File: src/rtl/axis_idle_tlast.sv
// Idle-gap packet delimiter for a byte stream: holds one beat back and tags it
// with tlast on an idle timeout, an input tlast, or a maximum packet length.
module axis_idle_tlast #(
  parameter int unsigned AXIS_BYTES      = 1,
  parameter int unsigned TIMEOUT_CYCLES  = 1000,
  parameter int unsigned MAX_PACKET      = 0,
  parameter int unsigned USE_INPUT_TLAST = 0
) (
  input  logic                    clk,
  input  logic                    sreset,
  output logic                    axis_i_tready,
  input  logic                    axis_i_tvalid,
  input  logic                    axis_i_tlast,
  input  logic [AXIS_BYTES*8-1:0] axis_i_tdata,
  input  logic                    axis_o_tready,
  output logic                    axis_o_tvalid,
  output logic                    axis_o_tlast,
  output logic [AXIS_BYTES*8-1:0] axis_o_tdata
);

  localparam int unsigned DW        = AXIS_BYTES * 8;
  localparam int unsigned TW        = $clog2(TIMEOUT_CYCLES + 1);
  localparam int unsigned BW        = (MAX_PACKET > 1) ? $clog2(MAX_PACKET) : 1;
  localparam int unsigned BEAT_LAST = (MAX_PACKET == 0) ? 0 : MAX_PACKET - 1;

  logic          hv_q, hv_d;
  logic [DW-1:0] hd_q, hd_d;
  logic          hl_q, hl_d;
  logic          ov_q, ov_d;
  logic [DW-1:0] od_q, od_d;
  logic          ol_q, ol_d;
  logic [TW-1:0] timer_q, timer_d;
  logic [BW-1:0] beat_q, beat_d;

  logic out_free;
  logic in_ready;
  logic accept;
  logic timeout;
  logic pkt_full;
  logic move;
  logic move_last;

  // Handshake qualifiers and the hold-to-output transfer decision
  always_comb begin
    out_free  = !ov_q || axis_o_tready;
    in_ready  = !sreset && (!hv_q || out_free);
    accept    = axis_i_tvalid && in_ready;
    timeout   = hv_q && (timer_q == TW'(TIMEOUT_CYCLES));
    pkt_full  = (MAX_PACKET != 0) && (beat_q == BW'(BEAT_LAST));
    move      = hv_q && out_free && (accept || timeout || hl_q);
    move_last = timeout || hl_q || pkt_full;
  end

  // Next-state for hold register, output register, idle timer and beat counter
  always_comb begin
    hv_d    = hv_q;
    hd_d    = hd_q;
    hl_d    = hl_q;
    ov_d    = ov_q;
    od_d    = od_q;
    ol_d    = ol_q;
    timer_d = timer_q;
    beat_d  = beat_q;

    if (accept) begin
      hv_d    = 1'b1;
      hd_d    = axis_i_tdata;
      hl_d    = (USE_INPUT_TLAST != 0) ? axis_i_tlast : 1'b0;
      timer_d = '0;
    end else begin
      if (move) begin
        hv_d = 1'b0;
      end
      // Saturating: a held beat stuck behind backpressure keeps its timeout
      if (hv_q && (timer_q != TW'(TIMEOUT_CYCLES))) begin
        timer_d = timer_q + TW'(1);
      end
    end

    if (move) begin
      ov_d   = 1'b1;
      od_d   = hd_q;
      ol_d   = move_last;
      beat_d = move_last ? '0 : beat_q + BW'(1);
    end else if (axis_o_tready) begin
      ov_d = 1'b0;
    end
  end

  always_ff @(posedge clk) begin
    if (sreset) begin
      hv_q    <= 1'b0;
      hd_q    <= '0;
      hl_q    <= 1'b0;
      ov_q    <= 1'b0;
      od_q    <= '0;
      ol_q    <= 1'b0;
      timer_q <= '0;
      beat_q  <= '0;
    end else begin
      hv_q    <= hv_d;
      hd_q    <= hd_d;
      hl_q    <= hl_d;
      ov_q    <= ov_d;
      od_q    <= od_d;
      ol_q    <= ol_d;
      timer_q <= timer_d;
      beat_q  <= beat_d;
    end
  end

  assign axis_i_tready = in_ready;
  assign axis_o_tvalid = ov_q;
  assign axis_o_tlast  = ol_q;
  assign axis_o_tdata  = od_q;

endmodule

File: config.mk
export PLATFORM = sky130hd
export DESIGN_NAME = axis_idle_tlast
export DESIGN_NICKNAME = d
export VERILOG_FILES = /design/src/rtl/axis_idle_tlast.sv
export SDC_FILE = /design/constraint.sdc
export NUM_CORES = 1
export LEC_CHECK = 0
export ABC_AREA = 1
export CAP_MARGIN = 20
export CORE_MARGIN = 1.5
export CORE_UTILIZATION = 62
export CTS_BUF_LIST = sky130_fd_sc_hd__clkbuf_16
export CTS_CLUSTER_DIAMETER = 120
export DETAILED_ROUTE_END_ITERATION = 10
export DONT_BUFFER_PORTS = 1
export PLACE_DENSITY_LB_ADDON = 0.08
export SLEW_MARGIN = 20
export SYNTH_ARGS = -nofsm -noshare
export SYNTH_HDL_FRONTEND = slang
export SYNTH_SLANG_ARGS = --single-unit
File: constraint.sdc
create_clock -name clk -period 4.3 [get_ports clk]
set_input_delay 0.86 -clock clk [delete_from_list [all_inputs] [get_ports clk]]
set_output_delay 0.86 -clock clk [all_outputs]
set_load 0.01 [all_outputs]
**Yosys cells after proc, flatten, opt, wreduce, memory -nomap -nowiden**

Index checks and enable logic that the tools add are counted.

- Input bits: 13
- Flip-flop bits (word level): 29
- Logic and storage cells: 28

- Eq/ne operators: 2
- $add $sub $neg: 1
- Reduce and logical (&&, ||, !) cells: 15
- Mux-type cells: 4

Operators by type and width:

| kind | count |
|---|---|
| adder 10 x 1 -> 10 bit, second input constant | 1 |
| == test 10 bit, second input constant | 1 |
| != test 10 bit, second input constant | 1 |
| logical AND 1 bit | 6 |
| 2-to-1 mux 1 bit | 4 |
| nonzero test 2 bit | 2 |
| zero test 1 bit | 3 |
| logical OR 1 bit | 3 |
| OR reduction 2 bit | 1 |

**Longest topological paths before layout**

- Word-level depth: 9
- Depth in mapped cells: 10

**Least setup slack after synthesis**

OpenSTA, ideal clock, no wires.

- Kind: input-to-output
- From: input axis_o_tready
- To: output axis_i_tready
- Arrival time: 1.168 ns
- Required time: 3.440 ns
- Setup slack: 2.272 ns
- Stages: 4
- Cell sequence: inv_1 -> nand3_2 -> nand2_2 -> inv_2

- Longest elaborated chain between the ends: 3

RTL lines:

| item | RTL line | RTL |
|---|---|---|
| start, declared | 15 | `input logic axis_o_tready,` |
| logical OR 1 bit | 45 | `out_free = !ov_q \|\| axis_o_tready;` |
| logical OR 1 bit | 46 | `in_ready = !sreset && (!hv_q \|\| out_free);` |
| logical AND 1 bit | 46 |  |
| end, declared | 11 | `output logic axis_i_tready,` |

Every way passes these cells.

**Worst setup path in the final report**

- From: input sreset
- To: output axis_i_tready

- Longest elaborated chain between the ends: 2

RTL lines:

| item | RTL line | RTL |
|---|---|---|
| start, declared | 10 | `input logic sreset,` |
| zero test 1 bit | 46 |  |
| logical AND 1 bit | 46 |  |

Every way passes these cells.

==> impl_metrics.toml <==
[power_and_ir_drop]
total_power_divided_by_cell_area_nw_per_um2 = 424
reported_leakage_power_uw = 0.000625
peakVddDrop_uv = 305

[clock_tree]
cts-htree-levels = 2
clock_tree.buffer_depth = 2
clock_latency_ns = 0.27
cts-root-buf = "sky130_fd_sc_hd__clkbuf_16"
path_clk_slew_ns = 0.05
tritoncts_num_sinks = 29
number_of_buffers_created_by_cts = 5
cts.repair_timing.setup_buffer_count = 0
post_cts_hold_buffer_count = 0
cts_tree = "done"
post_cts.resized_instances = 0

[grt]
globalRouteTotalUtil_pct = 24.9
pin_count_of_the_biggest_net_entering_global_routing = 19
grt_pass1_wl_um = 4800
grt-ovfl-total = 0
grt_antenna_before_repair = 0
grt_pass1_vias = 1092

[synth]
yosys.area.top_type_share_pct = 39.7
netlist_top_cells_count = "sky130_fd_sc_hd__nand2_1, sky130_fd_sc_hd__dfxtp_1, sky130_fd_sc_hd__inv_1"
netlist_cell_types = 25
yosys.area.top_type = "sky130_fd_sc_hd__dfxtp_1"
post_synth_main_area_contributors = "sky130_fd_sc_hd__dfxtp_1, sky130_fd_sc_hd__nand2_1, sky130_fd_sc_hd__a21oi_2"
syn-instance-count = 192
netlist_area_um2 = 1460
syn-mean-instance-area_um2 = 7.61
synth_warnings = 0
synth-seq-area-share_pct = 39.7
postSynthNetCount = 207
yosysMostFrequentCell = "sky130_fd_sc_hd__nand2_1"
synthFlopType = "sky130_fd_sc_hd__dfxtp_1"
synth-edff-count = 0
synthArstFlopShare_pct = 0
ys_ff_latch = 29

[detailed_routing]
detail_route.vias_per_cell = 5.40
drt_first_pass_iters = 4
vias = 1193
drt.antenna.violating_nets = 0
route.detailed.wl_per_inst_um = 12.5
drt_first_iter_violations = 23
routed_wl_um = 2770
route.detailed.drc = 0

[sta]
slew-limit-headroom_pct = 32.1
timing_hold_violations_final = 0
period_needed_ns = 2.06
rsz_0062_raised_after_global_routing = "no"
timing.final.setup_violations = 0
max_freq_ghz = 0.486
fin_setup_tns_ns = 0
fin_crit_sh_pct = 47.8
finalMaxSlewViolations = 0
clock-skew-final_ns = 0.00677
tightest_slew_ns = 1.01

[cells_and_area]
post_route_cells_drive_above_1_share_pct = 19.2
antennaDiodeCount = 0
area.growth.synth_to_final_pct = 7.53
finalInstanceArea_um2 = 1570
num-nets-final = 207

[worst_setup_path]
cp_max_fanout = 10
worstSetupStartpointType = "input port"
critPathRequiredTime_ns = 3.44
critical_path.endpoint_type = "primary output"
critical_path_type = "in -> out"
crit_arrival_ns = 1.20

[die]
start_util_pct = 66.1
core.rowCount = 17
design.die.area_um2 = 2660
floorplan.die.width_um = 51.6
fp.coreArea_um2 = 2210
floorplan.die.height_um = 51.6
design.portCount = 24

[hold_path]
hold_path_class = "reg -> reg"

[run]
maxCapViolCount = 0

[placed_design]
port_buffers = 0
detailed_place.area_um2 = 1430
gp_congestion = 0.843
dp.final_hpwl_um = 1940

[outcome]
status = "finished clean"
==> path summary, 6_finish.rpt <==
kind           start             to  slack, ns  cells past startpoint
max           sreset  axis_i_tready       2.24                      3
min          hd_q[1]        hd_q[1]       0.49                      2
max reg2reg     hv_q  axis_o_tvalid       2.46                      3
min reg2reg  hd_q[1]        hd_q[1]       0.49                      2
==> stage by stage <==
step | instances | hold WS (ns) | utilization, % | worst slack (ns) | total power, uW
floorplan | 192 | 0.449 | - | 2.27 | 335
global placement | 213 | 0.468 | 64.6 | 2.07 | 337
detailed placement | 213 | 0.480 | 64.6 | 2.07 | 339
CTS | 221 | 0.489 | 71.0 | 2.23 | 668
global route | 221 | 0.506 | 71.0 | 2.17 | 693
finish | 221 | 0.487 | 71.0 | 2.24 | 666
==> layout by cell type, fill, tap and decap left out, types with 5 or more instances in the layout <==
master / n
sky130_fd_sc_hd__nor2_1: 12
sky130_fd_sc_hd__inv_2: 5
sky130_fd_sc_hd__inv_1: 18
sky130_fd_sc_hd__a21oi_1: 9
sky130_fd_sc_hd__a21oi_2: 9
sky130_fd_sc_hd__clkbuf_16: 5
sky130_fd_sc_hd__o21ai_0: 9
sky130_fd_sc_hd__nand2_1: 52
sky130_fd_sc_hd__dfxtp_1: 29
sky130_fd_sc_hd__nand3_1: 13
==> state kept, by name, summed over array words and instances (netlist names) <==
register and flops:
timer_q 10, axis_o_tdata 8, hd_q 8, axis_o_tlast 1
axis_o_tvalid 1, hv_q 1
==> power breakdown <==
| part | total (uW) | internal (uW) | switching (uW) |
|---|---|---|---|
| clock network | 333 | 211 | 122 |
| logic | 43.7 | 13.3 | 30.5 |
| registers | 289 | 280 | 9.31 |
==> per-layer routing <==
metal / up-vias / global-route usage [%] / part of all wire [%]
met1: 552 / 28.0 / 42
met3: 7 / 5.46 / 4.8
met2: 21 / 43.6 / 51
li1: 613 / - / -
met4: 0 / 13.2 / 1.5
met5: - / 0 / 0
==> worst max-delay path, cell delays in order <==
cell and delay [ns]:
sky130_fd_sc_hd__inv_2 0.14, sky130_fd_sc_hd__nand2_2 0.09, sky130_fd_sc_hd__inv_2 0.10
==> final cells by class <==
| cell class | count | area [um^2] |
|---|---|---|
| Inverter | 23 | 86.3 |
| Tap cell | 28 | 35.0 |
| Clock buffer | 5 | 125 |
| Clock inverter | 3 | 17.5 |
| Fill cell | 186 | 641 |
| Multi-Input combinational cell | 133 | 727 |
| Sequential cell | 29 | 581 |
==> cell families (layout without fill, tap and decap cells) <==
logic type      Yosys count  count (layout)  synth area share [%]
simple gates             97              97                  32.4
flops                    29              29                  39.7
compound gates           30              30                  13.2
xor+xnor                  4               4                  2.40
buf+inv                  30              31                  10.5
fa+ha+maj                 2               2                  1.71
Power figures use the tool's default switching activity.
